==> config.mk <==
export PLATFORM = sky130hd
export DESIGN_NAME = ddr_cmd_scheduler_flat
export DESIGN_NICKNAME = d
export VERILOG_FILES = /design/src/rtl/ddr_cmd_scheduler_if.sv /design/src/rtl/ddr_cmd_scheduler.sv /design/src/flat_wrapper.sv
export SDC_FILE = /design/constraint.sdc
export NUM_CORES = 1
export LEC_CHECK = 0
export BUFFER_PORTS_ARGS = -buffer_cell sky130_fd_sc_hd__buf_2
export CAP_MARGIN = 20
export CORE_MARGIN = 1.5
export CORE_UTILIZATION = 40
export DETAILED_ROUTE_END_ITERATION = 16
export PLACE_DENSITY = 0.54
export SLEW_MARGIN = 0
export SYNTH_ARGS = -nofsm -noshare
export SYNTH_HDL_FRONTEND = slang
export SYNTH_SLANG_ARGS = --single-unit
==> constraint.sdc <==
create_clock -name clock_t -period 16.1 [get_ports clock_t]
set_input_delay 2.415 -clock clock_t [delete_from_list [all_inputs] [get_ports clock_t]]
set_output_delay 2.415 -clock clock_t [all_outputs]
set_load 0.005 [all_outputs]
==> src/rtl/ddr_cmd_scheduler_if.sv <==
// Host request ports and DDR command bus of the DDR4 command scheduler.
// The scheduler takes the slave modport; the host/PHY side takes the master modport.
interface ddr_cmd_scheduler_if;
  logic        rd_req_valid;
  logic [29:0] rd_req_addr;
  logic        rd_req_ready;
  logic        wr_req_valid;
  logic [29:0] wr_req_addr;
  logic        wr_req_ready;
  logic        cmd_valid;
  logic [2:0]  cmd_code;
  logic [1:0]  cmd_bg;
  logic [1:0]  cmd_ba;
  logic [15:0] cmd_row;
  logic [9:0]  cmd_col;
  logic        busy;

  modport master (
    output rd_req_valid, rd_req_addr, wr_req_valid, wr_req_addr,
    input  rd_req_ready, wr_req_ready, cmd_valid, cmd_code, cmd_bg, cmd_ba,
           cmd_row, cmd_col, busy
  );

  modport slave (
    input  rd_req_valid, rd_req_addr, wr_req_valid, wr_req_addr,
    output rd_req_ready, wr_req_ready, cmd_valid, cmd_code, cmd_bg, cmd_ba,
           cmd_row, cmd_col, busy
  );
endinterface

==> src/rtl/ddr_cmd_scheduler.sv <==
// DDR4 front-end command scheduler: round-robin RD/WR arbitration, per-bank open-row
// tracking and PRE/ACT/RD/WR sequencing with tRP/tRCD/tCCD/tWTR/tRTW spacing.
// Define REFRESH_EN to add periodic PREA/REF refresh (T_REFI/T_RFC).
module ddr_cmd_scheduler #(
  parameter int T_RCD = 14,
  parameter int T_RP  = 14,
  parameter int T_CCD = 4,
  parameter int T_WTR = 10,
  parameter int T_RTW = 6
`ifdef REFRESH_EN
  ,
  parameter int T_REFI = 3900,
  parameter int T_RFC  = 208
`endif
) (
  input logic                clock_t,
  input logic                reset,
  ddr_cmd_scheduler_if.slave bus
);

  localparam logic [2:0] CMD_NOP  = 3'd0;
  localparam logic [2:0] CMD_ACT  = 3'd1;
  localparam logic [2:0] CMD_RD   = 3'd2;
  localparam logic [2:0] CMD_WR   = 3'd3;
  localparam logic [2:0] CMD_PRE  = 3'd4;
`ifdef REFRESH_EN
  localparam logic [2:0] CMD_REF  = 3'd5;
  localparam logic [2:0] CMD_PREA = 3'd6;
`endif

  // Timers load T-1: the command register adds the remaining cycle before the bus sees it.
  localparam logic [15:0] LD_RCD = 16'(T_RCD - 1);
  localparam logic [15:0] LD_RP  = 16'(T_RP - 1);
  localparam logic [15:0] LD_CCD = 16'(T_CCD - 1);
  localparam logic [15:0] LD_WTR = 16'(T_WTR - 1);
  localparam logic [15:0] LD_RTW = 16'(T_RTW - 1);
`ifdef REFRESH_EN
  localparam logic [15:0] LD_RFC  = 16'(T_RFC - 1);
  localparam logic [15:0] LD_REFI = 16'(T_REFI - 1);
`endif

  typedef enum logic [2:0] {
    ST_IDLE,
    ST_PRE,
    ST_ACT,
    ST_COL,
    ST_PREA,
    ST_REF
  } state_e;

  state_e      state_q, state_d;
  logic [29:0] addr_q, addr_d;
  logic        dir_wr_q, dir_wr_d;
  logic        last_wr_q, last_wr_d;
  logic [15:0] open_q, open_d;
  logic [15:0] row_tab_q [16];
  logic [15:0] row_tab_d [16];
  logic [15:0] wait_q, wait_d;
  logic [15:0] ccd_q, ccd_d;
  logic [15:0] turn_q, turn_d;

  logic        cmd_valid_q, cmd_valid_d;
  logic [2:0]  cmd_code_q, cmd_code_d;
  logic [1:0]  cmd_bg_q, cmd_bg_d;
  logic [1:0]  cmd_ba_q, cmd_ba_d;
  logic [15:0] cmd_row_q, cmd_row_d;
  logic [9:0]  cmd_col_q, cmd_col_d;
  logic        rd_ready_q, rd_ready_d;
  logic        wr_ready_q, wr_ready_d;

`ifdef REFRESH_EN
  logic [15:0] ref_timer_q, ref_timer_d;
  logic        ref_pending_q, ref_pending_d;
`endif

  logic        rd_ok;
  logic        wr_ok;
  logic        grant_wr;
  logic [29:0] req_addr;
  logic [3:0]  req_bank;
  logic [3:0]  cur_bank;
  logic        req_row_hit;
  logic        turn_block;

  // A requester whose ready pulse is on the bus this cycle still shows its old request.
  assign rd_ok       = bus.rd_req_valid && !rd_ready_q;
  assign wr_ok       = bus.wr_req_valid && !wr_ready_q;
  assign grant_wr    = wr_ok && (!rd_ok || !last_wr_q);
  assign req_addr    = grant_wr ? bus.wr_req_addr : bus.rd_req_addr;
  assign req_bank    = req_addr[29:26];
  assign cur_bank    = addr_q[29:26];
  assign req_row_hit = open_q[req_bank] && (row_tab_q[req_bank] == req_addr[25:10]);
  assign turn_block  = (dir_wr_q != last_wr_q) && (turn_q != 16'd0);

  always_comb begin
    state_d     = state_q;
    addr_d      = addr_q;
    dir_wr_d    = dir_wr_q;
    last_wr_d   = last_wr_q;
    open_d      = open_q;
    row_tab_d   = row_tab_q;
    wait_d      = (wait_q != 16'd0) ? wait_q - 16'd1 : 16'd0;
    ccd_d       = (ccd_q  != 16'd0) ? ccd_q  - 16'd1 : 16'd0;
    turn_d      = (turn_q != 16'd0) ? turn_q - 16'd1 : 16'd0;
    cmd_valid_d = 1'b0;
    cmd_code_d  = CMD_NOP;
    cmd_bg_d    = 2'd0;
    cmd_ba_d    = 2'd0;
    cmd_row_d   = 16'd0;
    cmd_col_d   = 10'd0;
    rd_ready_d  = 1'b0;
    wr_ready_d  = 1'b0;
`ifdef REFRESH_EN
    ref_pending_d = ref_pending_q;
    ref_timer_d   = ref_timer_q;
`endif

    case (state_q)
      ST_IDLE: begin
`ifdef REFRESH_EN
        if (ref_pending_q) begin
          state_d = (|open_q) ? ST_PREA : ST_REF;
        end else
`endif
        if (rd_ok || wr_ok) begin
          addr_d   = req_addr;
          dir_wr_d = grant_wr;
          if (req_row_hit) begin
            state_d = ST_COL;
          end else if (open_q[req_bank]) begin
            state_d = ST_PRE;
          end else begin
            state_d = ST_ACT;
          end
        end
      end

      ST_PRE: begin
        if (wait_q == 16'd0) begin
          cmd_valid_d      = 1'b1;
          cmd_code_d       = CMD_PRE;
          cmd_bg_d         = addr_q[29:28];
          cmd_ba_d         = addr_q[27:26];
          wait_d           = LD_RP;
          open_d[cur_bank] = 1'b0;
          state_d          = ST_ACT;
        end
      end

      ST_ACT: begin
        if (wait_q == 16'd0) begin
          cmd_valid_d         = 1'b1;
          cmd_code_d          = CMD_ACT;
          cmd_bg_d            = addr_q[29:28];
          cmd_ba_d            = addr_q[27:26];
          cmd_row_d           = addr_q[25:10];
          wait_d              = LD_RCD;
          open_d[cur_bank]    = 1'b1;
          row_tab_d[cur_bank] = addr_q[25:10];
          state_d             = ST_COL;
        end
      end

      ST_COL: begin
        if ((wait_q == 16'd0) && (ccd_q == 16'd0) && !turn_block) begin
          cmd_valid_d = 1'b1;
          cmd_code_d  = dir_wr_q ? CMD_WR : CMD_RD;
          cmd_bg_d    = addr_q[29:28];
          cmd_ba_d    = addr_q[27:26];
          cmd_col_d   = addr_q[9:0];
          ccd_d       = LD_CCD;
          turn_d      = dir_wr_q ? LD_WTR : LD_RTW;
          rd_ready_d  = !dir_wr_q;
          wr_ready_d  = dir_wr_q;
          last_wr_d   = dir_wr_q;
          state_d     = ST_IDLE;
        end
      end

`ifdef REFRESH_EN
      ST_PREA: begin
        if (wait_q == 16'd0) begin
          cmd_valid_d = 1'b1;
          cmd_code_d  = CMD_PREA;
          wait_d      = LD_RP;
          open_d      = 16'd0;
          state_d     = ST_REF;
        end
      end

      ST_REF: begin
        if (wait_q == 16'd0) begin
          cmd_valid_d   = 1'b1;
          cmd_code_d    = CMD_REF;
          wait_d        = LD_RFC;
          open_d        = 16'd0;
          ref_pending_d = 1'b0;
          state_d       = ST_IDLE;
        end
      end
`endif

      default: state_d = ST_IDLE;
    endcase

`ifdef REFRESH_EN
    // Timer expiry wins over a REF clearing the flag in the same cycle.
    if (ref_timer_q == LD_REFI) begin
      ref_timer_d   = 16'd0;
      ref_pending_d = 1'b1;
    end else begin
      ref_timer_d = ref_timer_q + 16'd1;
    end
`endif
  end

  always_ff @(posedge clock_t or posedge reset) begin
    if (reset) begin
      state_q     <= ST_IDLE;
      addr_q      <= 30'd0;
      dir_wr_q    <= 1'b0;
      last_wr_q   <= 1'b1;
      open_q      <= 16'd0;
      row_tab_q   <= '{default: 16'd0};
      wait_q      <= 16'd0;
      ccd_q       <= 16'd0;
      turn_q      <= 16'd0;
      cmd_valid_q <= 1'b0;
      cmd_code_q  <= CMD_NOP;
      cmd_bg_q    <= 2'd0;
      cmd_ba_q    <= 2'd0;
      cmd_row_q   <= 16'd0;
      cmd_col_q   <= 10'd0;
      rd_ready_q  <= 1'b0;
      wr_ready_q  <= 1'b0;
    end else begin
      state_q     <= state_d;
      addr_q      <= addr_d;
      dir_wr_q    <= dir_wr_d;
      last_wr_q   <= last_wr_d;
      open_q      <= open_d;
      row_tab_q   <= row_tab_d;
      wait_q      <= wait_d;
      ccd_q       <= ccd_d;
      turn_q      <= turn_d;
      cmd_valid_q <= cmd_valid_d;
      cmd_code_q  <= cmd_code_d;
      cmd_bg_q    <= cmd_bg_d;
      cmd_ba_q    <= cmd_ba_d;
      cmd_row_q   <= cmd_row_d;
      cmd_col_q   <= cmd_col_d;
      rd_ready_q  <= rd_ready_d;
      wr_ready_q  <= wr_ready_d;
    end
  end

`ifdef REFRESH_EN
  always_ff @(posedge clock_t or posedge reset) begin
    if (reset) begin
      ref_timer_q   <= 16'd0;
      ref_pending_q <= 1'b0;
    end else begin
      ref_timer_q   <= ref_timer_d;
      ref_pending_q <= ref_pending_d;
    end
  end
`endif

  assign bus.cmd_valid    = cmd_valid_q;
  assign bus.cmd_code     = cmd_code_q;
  assign bus.cmd_bg       = cmd_bg_q;
  assign bus.cmd_ba       = cmd_ba_q;
  assign bus.cmd_row      = cmd_row_q;
  assign bus.cmd_col      = cmd_col_q;
  assign bus.rd_req_ready = rd_ready_q;
  assign bus.wr_req_ready = wr_ready_q;
  assign bus.busy         = (state_q != ST_IDLE);

endmodule

==> src/flat_wrapper.sv <==
// flat-port wrapper written by rule: the top's interface ports become plain ports
module ddr_cmd_scheduler_flat 
#(
  parameter int T_RCD = 14,
  parameter int T_RP  = 14,
  parameter int T_CCD = 4,
  parameter int T_WTR = 10,
  parameter int T_RTW = 6

)
  (clock_t, reset, bus_rd_req_valid, bus_rd_req_addr, bus_wr_req_valid, bus_wr_req_addr, bus_rd_req_ready, bus_wr_req_ready, bus_cmd_valid, bus_cmd_code, bus_cmd_bg, bus_cmd_ba, bus_cmd_row, bus_cmd_col, bus_busy);
  ddr_cmd_scheduler_if bus_i ();
  input logic clock_t;
  input logic reset;
  input wire logic [$bits(bus_i.rd_req_valid)-1:0] bus_rd_req_valid;
  input wire logic [$bits(bus_i.rd_req_addr)-1:0] bus_rd_req_addr;
  input wire logic [$bits(bus_i.wr_req_valid)-1:0] bus_wr_req_valid;
  input wire logic [$bits(bus_i.wr_req_addr)-1:0] bus_wr_req_addr;
  output wire logic [$bits(bus_i.rd_req_ready)-1:0] bus_rd_req_ready;
  output wire logic [$bits(bus_i.wr_req_ready)-1:0] bus_wr_req_ready;
  output wire logic [$bits(bus_i.cmd_valid)-1:0] bus_cmd_valid;
  output wire logic [$bits(bus_i.cmd_code)-1:0] bus_cmd_code;
  output wire logic [$bits(bus_i.cmd_bg)-1:0] bus_cmd_bg;
  output wire logic [$bits(bus_i.cmd_ba)-1:0] bus_cmd_ba;
  output wire logic [$bits(bus_i.cmd_row)-1:0] bus_cmd_row;
  output wire logic [$bits(bus_i.cmd_col)-1:0] bus_cmd_col;
  output wire logic [$bits(bus_i.busy)-1:0] bus_busy;
  assign bus_i.rd_req_valid = bus_rd_req_valid;
  assign bus_i.rd_req_addr = bus_rd_req_addr;
  assign bus_i.wr_req_valid = bus_wr_req_valid;
  assign bus_i.wr_req_addr = bus_wr_req_addr;
  assign bus_rd_req_ready = bus_i.rd_req_ready;
  assign bus_wr_req_ready = bus_i.wr_req_ready;
  assign bus_cmd_valid = bus_i.cmd_valid;
  assign bus_cmd_code = bus_i.cmd_code;
  assign bus_cmd_bg = bus_i.cmd_bg;
  assign bus_cmd_ba = bus_i.cmd_ba;
  assign bus_cmd_row = bus_i.cmd_row;
  assign bus_cmd_col = bus_i.cmd_col;
  assign bus_busy = bus_i.busy;
  ddr_cmd_scheduler #(.T_RCD(T_RCD), .T_RP(T_RP), .T_CCD(T_CCD), .T_WTR(T_WTR), .T_RTW(T_RTW)) u_core (.clock_t(clock_t), .reset(reset), .bus(bus_i));
endmodule
Yosys cells after proc, flatten, opt, wreduce, memory -nomap -nowiden
Cells that the tools add are included.
W data, S select, Z words.
{ "totals": {"ff_bits": 391, "inputBits": 64, "out_inout_bits": 37} }
{ "classes": {"n_addsub": 3, "order_cmp": 6, "eq_ne": 9, "muxes": 53, "bitwise": 5, "reduce_logical": 31} }
{ "ops": {"columns": ["operator", "n"], "rows": [
  ["$bwmux W256", 1],
  ["$mux W16", 16],
  ["$bmux W16 S4", 1],
  ["$demux W16 S4", 1],
  ["$reduce_bool A16 Y1", 3],
  ["$sub A16 B1 Y16 const B", 3],
  ["$logic_not A16 Y1", 2],
  ["$pmux W16 S2", 1],
  ["$mux W30", 1],
  ["$mux W3", 7],
  ["$mux W10", 2],
  ["$and A16 B16 Y16", 1],
  ["$eq A16 B16 Y1", 1],
  ["$not A16 Y16", 1],
  ["$or A16 B16 Y16", 1],
  ["$pmux W3 S4", 1],
  ["$ge A5 B5 Y1 const B", 2],
  ["$lt A4 B5 Y1 const B", 2],
  ["$mux W1", 10],
  ["$mux W2", 5],
  ["$not A4 Y5", 2],
  ["$logic_and A1 B1 Y1", 9],
  ["$pmux W3 S3", 1],
  ["$ne A2 B1 Y1 const B", 4],
  ["19 further kinds", 29]
]} }

Logic depth before layout (Yosys ltp)
Gate-level depths: netlist of the first run.
{ "depth": {"ltp_word": 15, "mapped_depth": 13, "ltp_nobuf": 11} }

Worst setup path before layout of the first run
No wires, ideal clock.
{ "synth_path": {"path_type": "input -> register", "start": "in bus_rd_req_valid", "end": "reg u_core.state_q[1]", "setup_ns": 0.104, "arrival_ns": 4.713, "t_required_ns": 15.996, "slack_ns": 11.283, "stages": 12, "path_buffers": 3, "cell_sequence": "and3b_1 > buf_4 > nor2_8 > mux2_4 > buf_4 > buf_4 > a221oi_1 > a211oi_2 > xnor2_1 > a2111oi_0 > nand4_1 > a221oi_1"} }
{ "synth_via": {"elab_chain_len": 14} }
{ "synth_lines": {"columns": ["element", "line", "source"], "rows": [
  ["start: declaration", "flat_wrapper.sv:15", "input wire logic [$bits(bus_i.rd_req_valid)-1:0] bus_rd_req_valid;"],
  ["$logic_and A1 B1 Y1 (*)", "ddr_cmd_scheduler.sv:86", "assign rd_ok = bus.rd_req_valid && !rd_ready_q;"],
  ["$logic_not A1 Y1", "ddr_cmd_scheduler.sv:88", "assign grant_wr = wr_ok && (!rd_ok || !last_wr_q);"],
  ["$logic_or A1 B1 Y1", "ddr_cmd_scheduler.sv:88", null],
  ["$logic_and A1 B1 Y1", "ddr_cmd_scheduler.sv:88", null],
  ["$mux W30", "ddr_cmd_scheduler.sv:89", "assign req_addr = grant_wr ? bus.wr_req_addr : bus.rd_req_addr;"],
  ["$not A4 Y5 (not written as such)", "ddr_cmd_scheduler.sv:92", "assign req_row_hit = open_q[req_bank] && (row_tab_q[req_bank] == req_addr[25:10]);"],
  ["$bmux W16 S4", "ddr_cmd_scheduler.sv:92", null],
  ["$mux W16 (not written as such) (2 in a row)", "ddr_cmd_scheduler.sv:92", null],
  ["$eq A16 B16 Y1", "ddr_cmd_scheduler.sv:92", null],
  ["$logic_and A1 B1 Y1", "ddr_cmd_scheduler.sv:92", null],
  ["$mux W3", "ddr_cmd_scheduler.sv:128", "if (req_row_hit) begin"],
  ["$mux W3", "ddr_cmd_scheduler.sv:125", "if (rd_ok || wr_ok) begin"],
  ["$pmux W3 S4", "ddr_cmd_scheduler.sv:118", "case (state_q)"],
  ["end signal: assignment", "ddr_cmd_scheduler.sv:237", "state_q <= state_d;"],
  ["end: declaration", "ddr_cmd_scheduler.sv:51", "state_e state_q, state_d;"]
]} }
Mark *: on every way between the ends. The rest lies on a longest branch, timed or not. The select of a mux whose other input is x is not followed.
A chain may end at the register's enable or synchronous reset.

Worst setup path in the final report of the first run
Same ends and word-level chain as after synthesis.

==> results by group, run 1 <==
CTS
  – # Post-CTS Setup Buffers: 0
  – Post_cts resized: 0
  – CTS tree: yes
  – CTS root buffer: clkbuf_16
  – TritonCTS Sinks: slightly below 400
  – CTS Buffer Depth: 3
  – Skew-Pair Late Insertion Delay: 0.59 ns
  – Post-CTS Hold Buffers: 0
  – Total CTS buffers: 44
  – Clock slew at reported path FFs: 0.06 ns
  – H-Tree Depth: 2

Detailed routing
  – DRC: 0
  – Via count: approximately 13,000
  – Top Layer Used: met5
  – Routed len/inst: 23.1 um
  – Metal-1 WL: about 24,000 um
  – Via/cell ratio: 5.66
  – DRT Pass-1 Iters: 5
  – Met3 routed WL: 2510 um
  – Number of DRC markers in iteration 0: roughly 920
  – Final ANT Viol Nets: 0
  – Met2 wire length: roughly 24,000 um
  – Routed WL: ~52,000 um

Worst hold path
  – Hold WC Path Type: register to register

Final layout
  – # nets final: 1,716
  – Share of cells above drive strength 1: about a third
  – Layout area overhead: 14.2%
  – ANT cells: 0

Die
  – Number of core rows: between 70 and 80
  – Initial core utilization: 40.8%
  – Die area: ~48,000 um2
  – Die height: between 200 and 250 um
  – Io pins: between 100 and 150
  – Area of the core: 45,600 um2
  – Die Wd: about 220 um

Global route
  – Initial antenna violation count: 2
  – Largest net degree at the start of global routing: between 150 and 200
  – Grt total ovfl: 0
  – Number of global-route vias before repair: between 10,000 and 15,000
  – Global-route usage over all layers: between 20% and 30%
  – First-pass GRT wire length: ~80,000 um

Timing
  – RSZ-0062 raised after global routing: no
  – Setup ws final: ~10 ns
  – Slew @ Worst Pin: between 1 and 1.5 ns
  – Final hold vios: 0
  – Slew Viols, Final: 0
  – Clock Skew: 0.0354 ns
  – Worst slew margin: a little over a fifth
  – Fin crit period: slightly below 6 ns
  – Final setup fails: 0
  – Setup Total Neg Slack: 0 ns
  – Period Utilization, post-route: ~36%
  – Achievable Freq: around 170 MHz

Setup path
  – CP Buf/Inv Count: 2
  – Setup crit start kind: primary input
  – Critical path fanouts, max: 52
  – Cell family with most CP delay: compound AO/OA/AOI/OAI gates
  – CP endpoint kind: register
  – Slowest-stage cell, CP: nand2_4
  – Crit path arrival time: between 6 and 7 ns
  – Largest stage delay, worst path: 0.54 ns
  – CP Cell Sequence: buf_2, and3b_1, o21ai_4, buf_4, nand2_4, mux2_1, a221o_1, a31oi_1, o21ai_0, a2111oi_0, nand4_1, a221oi_1
  – Setup CP Type: primary input to register
  – WP data required: approximately 17 ns

Logic synthesis
  – Yosys reg bits: 390
  – Seq/Total Area, Yosys: 52.5%
  – Synth area leaders: dfrtp_1 (52%), mux2_2 (19%), nand3_1 (3.7%)
  – Yosys warns: 0
  – Largest area contributor in the netlist: dfrtp_1
  – Share of the synthesized area in the top cell type: 52.4%
  – Post-synthesis cell type count: 69
  – Area of the mapped netlist: 18,600 um2
  – Syn Nets: 1,660
  – Number of enable flip-flop cells after synthesis: 0
  – Mean Syn Cell Area: approximately 12 um2
  – Post-synth ARST share: 100%
  – Most common flop cell mapped by yosys: dfrtp_1
  – Cells after synthesis: 1,588

Placement
  – RePlAce Congestion: between 0.8 and 0.9
  – HPWL Detailed: between 30,000 and 40,000 um
  – I/O Buffers: 100
  – Setup WS pre-CTS: around 9.7 ns

Flow run
  – Number of max-cap violations: 0

Pwr
  – Switch share: between 30 and 40%
  – Sw Pwr: 0.951 mW
  – Comb power frac: 16.7%
  – Int Power: between 2 and 2.5 mW
  – PwrDens: between 100 and 150 nW/um2
  – Clock share of power: about two fifths
  – P_leak: approximately 10 nW
  – Max VDD drop: approximately 130 uV
  – Reg power frac: approximately 45%

Outcome
  – Outcome: completed
[logic make-up (layout without fill, tap and decap cells)]
family / Yosys count / count (layout) / share of synthesized area, %
simple gates: 436 / 436 / 12.6
flops: 390 / 390 / 52.5
mux: 349 / 349 / 21.0
compound gates: 231 / 231 / 7.92
buf+inv: 132 / 219 / 3.42
xor+xnor: 42 / 42 / 1.98
fa+ha+maj: 8 / 8 / 0.539
[final cells by class]
type / count / area [um2]
Tap cell: 600 / 751
Fill cell: 4156 / 24400
Multi-Input combinational cell: 1066 / 8250
Clock buffer: 61 / 1300
Sequential cell: 390 / 9760
Timing Repair Buffer: 128 / 757
Inverter: 14 / 60.1
Clock inverter: 16 / 342
[tightest hold or removal path, stage by stage, from the launching register on]
cell and delay (ns):
dfrtp_1 0.33, nand2_1 0.04, o21ai_0 0.06
[cell usage in the layout (no fill, tap or decap), types with 4 or more instances in the layout]
cell type / count
a31oi_1: 14
mux2_2: 306
buf_2: 100
nor3_1: 11
dfrtp_1: 389
ha_1: 8
and2_1: 6
a221oi_1: 12
and3_1: 39
nor3_4: 11
a211oi_2: 5
mux2i_1: 27
xor2_1: 9
clkinv_2: 5
a221o_1: 4
o22ai_1: 6
nand2_1: 107
clkbuf_1: 6
nand3_1: 137
a211oi_1: 19
nand2b_1: 9
nand2_2: 4
clkbuf_8: 9
buf_8: 4
nor4_1: 9
nor2_1: 57
mux2_1: 14
clkbuf_16: 46
inv_1: 13
o21ai_0: 101
xnor2_1: 33
nor2b_1: 4
nor4_4: 4
or3_1: 14
bufinv_16: 10
o211ai_1: 13
buf_4: 22
a21oi_1: 34
[worst paths after layout]
path | depth (start not counted) | from | end | slack [ns]
min | 2 | u_core.addr_q[1] | u_core.addr_q[1] | 0.47
min in group asynchronous | 2 | reset | u_core.ccd_q[10] | 1.93
min reg2reg | 2 | u_core.addr_q[1] | u_core.addr_q[1] | 0.47
max | 12 | bus_rd_req_valid | u_core.state_q[1] | 10.30
max in group asynchronous | 4 | reset | u_core.row_tab_q[96] | 11.70
max reg2reg | 11 | u_core.bus.wr_req_ready | u_core.state_q[1] | 11.72
[cells in the mapped netlist (7+ instances only)]
cell type and instances:
o211ai_1 13, mux2i_1 27, nor3_1 11, nor3_2 7, or3_1 14, ha_1 8
xnor2_1 33, and3_1 39, dfrtp_1 389, mux2_1 14, nand3_1 137, a221oi_1 12
nand2_1 109, xor2_1 9, nor4_1 9, nand2b_1 9, nor2_1 57, buf_6 7
a21oi_1 34, a211oi_1 19, o21ai_0 101, inv_1 14, buf_2 33, clkbuf_1 59
buf_4 12, mux2_2 306, a31oi_1 14
[power by group through the flow]
stage / clock network (mW) / logic, mW / registers (mW)
global placement: 0 / 0.488 / 1.34
floorplan: 0 / 0.421 / 1.21
CTS: 1.16 / 0.501 / 1.33
detailed placement: 0 / 0.499 / 1.34
global route: 1.20 / 0.557 / 1.35
finish: 1.14 / 0.496 / 1.33
[through the flow]
stage	cell area, um2	instances	hold slack [ns]	util (%)	power, mW
2_1_floorplan	18600	1588	0.442	-	1.63
3_3_place_gp	19500	2193	0.457	42.8	1.83
3_5_place_dp	19500	2193	0.466	42.8	1.84
4_1_cts	21100	2270	0.479	46.4	2.99
5_1_grt	21200	2275	0.493	46.6	3.11
6_report	21200	2275	0.475	46.6	2.96
[registers in the layout, indices dropped and copies added, names as in the netlist, named ones only]
| signal | cells |
|---|---|
| u_core.ccd_q | 16 |
| u_core.bus.cmd_code | 3 |
| u_core.bus.wr_req_ready | 1 |
| u_core.addr_q | 30 |
| u_core.row_tab_q | 256 |
| u_core.bus.cmd_row | 16 |
| u_core.bus.rd_req_ready | 1 |
| u_core.bus.cmd_ba | 2 |
| u_core.state_q | 2 |
| u_core.bus.cmd_bg | 2 |
| u_core.wait_q | 16 |
| u_core.dir_wr_q | 1 |
| u_core.bus.cmd_valid | 1 |
| u_core.bus.cmd_col | 10 |
| u_core.turn_q | 16 |
| u_core.last_wr_q | 1 |
[metal layers]
metal	vias to the layer above	global-route usage, %
li1	5825	-
met1	6646	31.6
met2	307	34.1
met3	100	3.99
met4	2	9.17
met5	-	0
(Power assumes the default switching activity.)
==> run 2, diff against run 1 <==
--- a/config.mk
+++ b/config.mk
@@ -10,7 +10,7 @@
 export CORE_MARGIN = 1.5
 export CORE_UTILIZATION = 40
 export DETAILED_ROUTE_END_ITERATION = 16
-export PLACE_DENSITY = 0.54
+export PLACE_DENSITY = 0.56
 export SLEW_MARGIN = 0
 export SYNTH_ARGS = -nofsm -noshare
 export SYNTH_HDL_FRONTEND = slang
==> constraint.sdc (replaced) <==
create_clock -name clock_t -period 4.95 [get_ports clock_t]
set_input_delay 0.7425 -clock clock_t [delete_from_list [all_inputs] [get_ports clock_t]]
set_output_delay 0.7425 -clock clock_t [all_outputs]
set_load 0.005 [all_outputs]
==> results by group, run 2 (synthesized netlist as in run 1, its figures left out) <==
Outcome
  – Outcome: completed

Setup path
  – Setup CP Type: register to register
  – CP Cell Sequence: and3b_1, nor2_8, mux2_4, nand2b_1, o22ai_1, or3_1, a2111oi_0, nand4_1, a221oi_1
  – CP Buf/Inv Count: 0 (-2)
  – Critical path fanouts, max: 23 (-56%)
  – Setup crit start kind: register
  – CP endpoint kind: register
  – WP data required: 5.42 ns (-11.16 ns)
  – Slowest-stage cell, CP: nand2b_1
  – Largest stage delay, worst path: 0.82 ns (+0.28 ns)
  – Cell family with most CP delay: simple AND/OR/NAND/NOR gates
  – Crit path arrival time: 4.70 ns (-1.58 ns)

Timing
  – Final setup fails: 0 (unchanged)
  – Fin crit period: between 4 and 5 ns
  – Setup ws final: 0.712 ns (-9.59 ns)
  – Slew @ Worst Pin: 1.11 ns (-0.0655 ns)
  – Final hold vios: 0 (unchanged)
  – RSZ-0062 raised after global routing: no
  – Clock Skew: 0.0165 ns (-0.0189 ns)
  – Worst slew margin: 26.1% (+4.4 points)
  – Period Utilization, post-route: between 80% and 90%
  – Achievable Freq: 236 MHz
  – Slew Viols, Final: 0 (unchanged)

CTS
  – TritonCTS Sinks: 390 (unchanged)
  – Clock slew at reported path FFs: 0.06 ns (about the same)
  – Post_cts resized: 0 (unchanged)
  – CTS tree: yes
  – Post-CTS Hold Buffers: 0 (unchanged)
  – CTS Buffer Depth: 3 (unchanged)
  – # Post-CTS Setup Buffers: 0 (unchanged)
  – Total CTS buffers: 43 (-2.3%)
  – CTS root buffer: clkbuf_16
  – Skew-Pair Late Insertion Delay: 0.57 ns (-0.02 ns)
  – H-Tree Depth: 2 (unchanged)

Die
  – Area of the core: 45,600 um2 (unchanged)
  – Die Wd: 219 um (unchanged)
  – Die height: 219 um (unchanged)
  – Die area: 47,800 um2 (unchanged)
  – Number of core rows: 78 (unchanged)
  – Io pins: 101 (unchanged)
  – Initial core utilization: 40.8% (unchanged)

Detailed routing
  – Met3 routed WL: 2610 um (+3.9%)
  – Routed len/inst: 22.6 um (-2.0%)
  – Met2 wire length: 24,400 um (+2.8%)
  – DRC: 0 (unchanged)
  – Via/cell ratio: 5.67 (+0.18%)
  – Final ANT Viol Nets: 0 (unchanged)
  – Metal-1 WL: 23,600 um (-3.2%)
  – Number of DRC markers in iteration 0: 1,026 (+12%)
  – Routed WL: 51,700 um (-1.5%)
  – Via count: 13,000 (+0.67%)
  – Top Layer Used: met4
  – DRT Pass-1 Iters: 5 (unchanged)

Worst hold path
  – Hold WC Path Type: primary input to async pin

Final layout
  – Most frequent cells in the layout: dfrtp_1 (389), mux2_2 (306), nand3_1 (137)
  – Largest Register: u_core.row_tab_q
  – # nets final: 1,727 (+0.64%)
  – Post-Layout Cell Count: 2,286 (+0.48%)
  – Commonest non-fill, non-tap cell in the layout: dfrtp_1
  – Layout area overhead: 13.6%
  – ANT cells: 0 (unchanged)
  – Share of cells above drive strength 1: 33.7% (+0.32 points)
  – Biggest regs: u_core.row_tab_q: 256 flops, u_core.addr_q: 30 flops
  – Max reg flops: 256 (unchanged)

Placement
  – I/O Buffers: 100 (unchanged)
  – Setup WS pre-CTS: 0.427 ns (-9.28 ns)
  – RePlAce Congestion: 0.926 (+11%)
  – HPWL Detailed: 33,200 um (+1.2%)
  – Placed Instances: 2,209 (+0.73%)

Pwr
  – P_leak: 10.2 nW (-0.28%)
  – PwrDens: 436 nW/um2 (+210%)
  – Max VDD drop: 303 uV (+130%)
  – Overall Power: 9.21 mW (+210%)

Global route
  – Global-route usage over all layers: 21.9% (-0.57 points)
  – Grt total ovfl: 0 (unchanged)
  – Number of global-route vias before repair: 12,800 (-1.9%)
  – Initial antenna violation count: 0 (-2)
  – First-pass GRT wire length: 79,500 um (-2.0%)
  – Largest net degree at the start of global routing: 165 (-5.2%)

Flow run
  – Number of max-cap violations: 0 (unchanged)
## run 2: cell type report
class / count / area (um2)
Tap cell: 600 / 751
Sequential cell: 390 / 9760
Clock inverter: 15 / 171
Timing Repair Buffer: 140 / 866
Clock buffer: 61 / 1270
Fill cell: 4164 / 24500
Multi-Input combinational cell: 1066 / 8250
Inverter: 14 / 56.3
## run 2: path summary, 6_finish.rpt
| check | from | endpoint | slack [ns] | depth (start not counted) |
|---|---|---|---|---|
| setup / recovery | u_core.last_wr_q | u_core.state_q[1] | 0.71 | 9 |
| hold / removal | reset | u_core.ccd_q[4] | 0.08 | 2 |
| setup reg to reg | u_core.last_wr_q | u_core.state_q[1] | 0.71 | 9 |
| hold reg to reg | u_core.addr_q[3] | u_core.addr_q[3] | 0.47 | 2 |
| max in group asynchronous | reset | u_core.row_tab_q[54] | 3.70 | 3 |
| min in group clock_t | bus_wr_req_addr[9] | u_core.addr_q[9] | 0.47 | 3 |
## run 2: worst register-to-register path, stage by stage, from the launching register on
cell and delay [ns]:
dfstp_2 0.59, and3b_1 0.41, nor2_8 0.13, mux2_4 0.44, nand2b_1 0.83, o22ai_1 0.32
or3_1 0.37, a2111oi_0 0.48, nand4_1 0.26, a221oi_1 0.31
## run 2: report_power, final
part | total, mW | internal (mW) | switching (mW)
clock network | 3.27 | 1.94 | 1.33
logic | 1.63 | 0.630 | 0.998
registers | 4.31 | 3.59 | 0.716
total | 9.21 | 6.16 | 3.05
## run 2: routing by layer
layer | up-vias | track usage, %
li1 | 5828 | -
met1 | 6697 | 31.0
met2 | 364 | 34.8
met3 | 77 | 3.12
met4 | 0 | 6.44
met5 | - | 0
## run 2: through the flow
stage | hold slack (ns) | utilization (%) | TNS, ns | area [um2]
floorplan | 0.442 | - | -403.62 | 18600
global placement | 0.457 | 43.1 | 0 | 19600
detailed placement | 0.462 | 43.1 | 0 | 19700
CTS | 0.0474 | 46.3 | 0 | 21100
global route | 0.0642 | 46.3 | 0 | 21100
finish | 0.0756 | 46.3 | 0 | 21100
==> run 3, diff against run 2 <==
--- a/config.mk
+++ b/config.mk
@@ -10,7 +10,9 @@
 export CORE_MARGIN = 1.5
 export CORE_UTILIZATION = 40
 export DETAILED_ROUTE_END_ITERATION = 16
+export GPL_ROUTABILITY_DRIVEN = 0
 export PLACE_DENSITY = 0.56
+export REMOVE_ABC_BUFFERS = 1
 export SLEW_MARGIN = 0
 export SYNTH_ARGS = -nofsm -noshare
 export SYNTH_HDL_FRONTEND = slang
==> results by group, run 3 (synthesized netlist as in run 1, its figures left out) <==
Die
  – Die Wd: 219 um (unchanged)
  – Initial core utilization: 40.8% (unchanged)
  – Area of the core: 45,600 um2 (unchanged)
  – Die height: 219 um (unchanged)
  – Io pins: 101 (unchanged)
  – Die area: 47,800 um2 (unchanged)
  – Number of core rows: 78 (unchanged)

Final layout
  – Layout area overhead: 13.8%
  – Filler instances: 4,122 (-1.0%)
  – Biggest regs: u_core.row_tab_q: 256 flops, u_core.addr_q: 30 flops
  – Max reg flops: 256 (unchanged)
  – # nets final: 1,730 (+0.17%)
  – Cell area after layout: 21,100 um2 (+0.12%)
  – Share of cells above drive strength 1: 33.6% (-0.14 points)
  – Most frequent cells in the layout: dfrtp_1 (389), mux2_2 (306), nand3_1 (137)
  – Largest Register: u_core.row_tab_q
  – Commonest non-fill, non-tap cell in the layout: dfrtp_1

Flow run
  – Number of max-cap violations: 0 (unchanged)

Worst hold path
  – Hold WC Path Type: primary input to async pin

CTS
  – TritonCTS Sinks: 390 (unchanged)
  – Post-CTS Hold Buffers: 0 (unchanged)
  – # Post-CTS Setup Buffers: 0 (unchanged)
  – CTS tree: yes
  – Total CTS buffers: 43 (unchanged)
  – H-Tree Depth: 2 (unchanged)
  – CTS Buffer Depth: 3 (unchanged)
  – Skew-Pair Late Insertion Delay: 0.58 ns (about the same)
  – Clock slew at reported path FFs: 0.06 ns (about the same)
  – CTS root buffer: clkbuf_16
  – Post_cts resized: 0 (unchanged)

Timing
  – Final hold vios: 0 (unchanged)
  – Period Utilization, post-route: 83.0% (-2.6 points)
  – Setup Total Neg Slack: 0 ns (unchanged)
  – Hold slack final: 0.276 ns (+0.201 ns)
  – Achievable Freq: 243 MHz (+3.1%)
  – Slew Viols, Final: 0 (unchanged)
  – Slew @ Worst Pin: 1.09 ns (-0.0151 ns)
  – RSZ-0062 raised after global routing: no
  – Worst slew margin: 27.1% (+1.0 points)
  – Fin crit period: 4.11 ns (-0.128 ns)
  – Clock Skew: 0.0202 ns (+0.00365 ns)
  – Final setup fails: 0 (unchanged)

Outcome
  – Outcome: completed

Placement
  – HPWL Detailed: 32,400 um (-2.3%)
  – I/O Buffers: 100 (unchanged)
  – Placed cell area: 19,700 um2 (about the same)

Global route
  – Global-route usage over all layers: 21.6% (-0.35 points)
  – Grt total ovfl: 0 (unchanged)
  – Number of global-route vias before repair: 13,000 (+1.6%)
  – Largest net degree at the start of global routing: 123 (-25%)
  – First-pass GRT wire length: 78,500 um (-1.3%)
  – Initial antenna violation count: 2 (+2)

Detailed routing
  – Routed len/inst: 22.1 um (-2.4%)
  – DRC: 0 (unchanged)
  – Via count: 12,800 (-1.5%)
  – Routed WL: 50,600 um (-2.1%)
  – Number of DRC markers in iteration 0: 908 (-12%)
  – DRT Pass-1 Iters: 5 (unchanged)
  – Via/cell ratio: 5.57 (-1.7%)
  – Final ANT Viol Nets: 0 (unchanged)

Pwr
  – Max VDD drop: 261 uV (-14%)
  – Clock share of power: 36.6% (+1.0 points)
  – P_leak: 10.2 nW (-0.26%)
  – Reg power frac: 46.4% (-0.4 points)
  – Switch share: 31.9% (-1.2 points)
  – Sw Pwr: 2.95 mW (-3.2%)
  – Comb power frac: 17.1% (-0.6 points)
  – PwrDens: 437 nW/um2 (+0.29%)
  – Int Power: 6.30 mW (+2.2%)

Setup path
  – CP endpoint kind: register
  – WP data required: 5.41 ns (about the same)
  – Setup crit start kind: register
  – Setup CP Type: register to register
  – Critical path fanouts, max: 19 (-17%)
  – Crit path arrival time: 4.57 ns (-0.13 ns)
  – Slowest-stage cell, CP: o31ai_2
  – Largest stage delay, worst path: 0.74 ns (-0.08 ns)
  – CP Cell Sequence: and3b_1, nor2_8, o31ai_2, buf_4, a221oi_1, a211oi_1, xnor2_1, a2111oi_0, buf_4, nand4_1, a221oi_1
run 3: final timing paths:
| check | start | end | slack (ns) | cells past startpoint |
|---|---|---|---|---|
| max | u_core.last_wr_q | u_core.state_q[1] | 0.84 | 11 |
| min | reset | u_core.bus.cmd_col[8] | 0.28 | 2 |
| max reg2reg | u_core.last_wr_q | u_core.state_q[1] | 0.84 | 11 |
| min reg2reg | u_core.addr_q[5] | u_core.addr_q[5] | 0.47 | 2 |
| max in group asynchronous | reset | u_core.row_tab_q[104] | 3.51 | 3 |
| min in group clock_t | u_core.addr_q[5] | u_core.addr_q[5] | 0.47 | 2 |
run 3: critical path, delay by kind of cell (launching register included):
family | cells | cell delay [ns]
xor+xnor | 1 | 0.15
simple gates | 3 | 0.79
flops | 1 | 0.59
buf+inv | 2 | 0.51
compound gates | 5 | 1.97
run 3: power by group through the flow:
stage / clock [mW] / sequential [mW] / combinational (mW)
2_1_floorplan: 0 / 4.04 / 1.15
4_1_cts: 3.46 / 4.27 / 1.59
6_report: 3.38 / 4.29 / 1.58
3_3_place_gp: 0 / 4.30 / 1.56
5_1_grt: 3.58 / 4.35 / 1.77
3_5_place_dp: 0 / 4.32 / 1.59
run 3: cell type report:
cell class              count  area [um2]  area share [%]
clock inverters             8         168           0.793
repair buffers            143         861            4.07
clock buffers              69        1330            6.27
flip-flops and latches    390        9760            46.2
well taps                 600         751            3.55
diodes                      1        2.50          0.0118
multi-input cells        1066        8220            38.9
inverters                  14        60.1           0.284
run 3: per-stage QoR:
stage	setup WS (ns)	cells	utilization [%]	total power, mW
detailed placement	0.567	2213	43.1	5.91
CTS	0.859	2290	46.4	9.32
global placement	0.614	2213	43.1	5.86
finish	0.840	2291	46.4	9.25
floorplan	-6.63	1470	-	5.20
global route	0.588	2291	46.4	9.70
run 3: per-layer routing:
metal | part of all wire [%] | up-vias | wire, um | track usage, %
met1 | 47 | 6561 | 23600 | 30.3
li1 | - | 5840 | - | -
met3 | 4.4 | 79 | 2220 | 3.37
met2 | 46 | 292 | 23300 | 33.8
met5 | 0 | - | 0 | 0
met4 | 2.8 | 0 | 1430 | 7.15
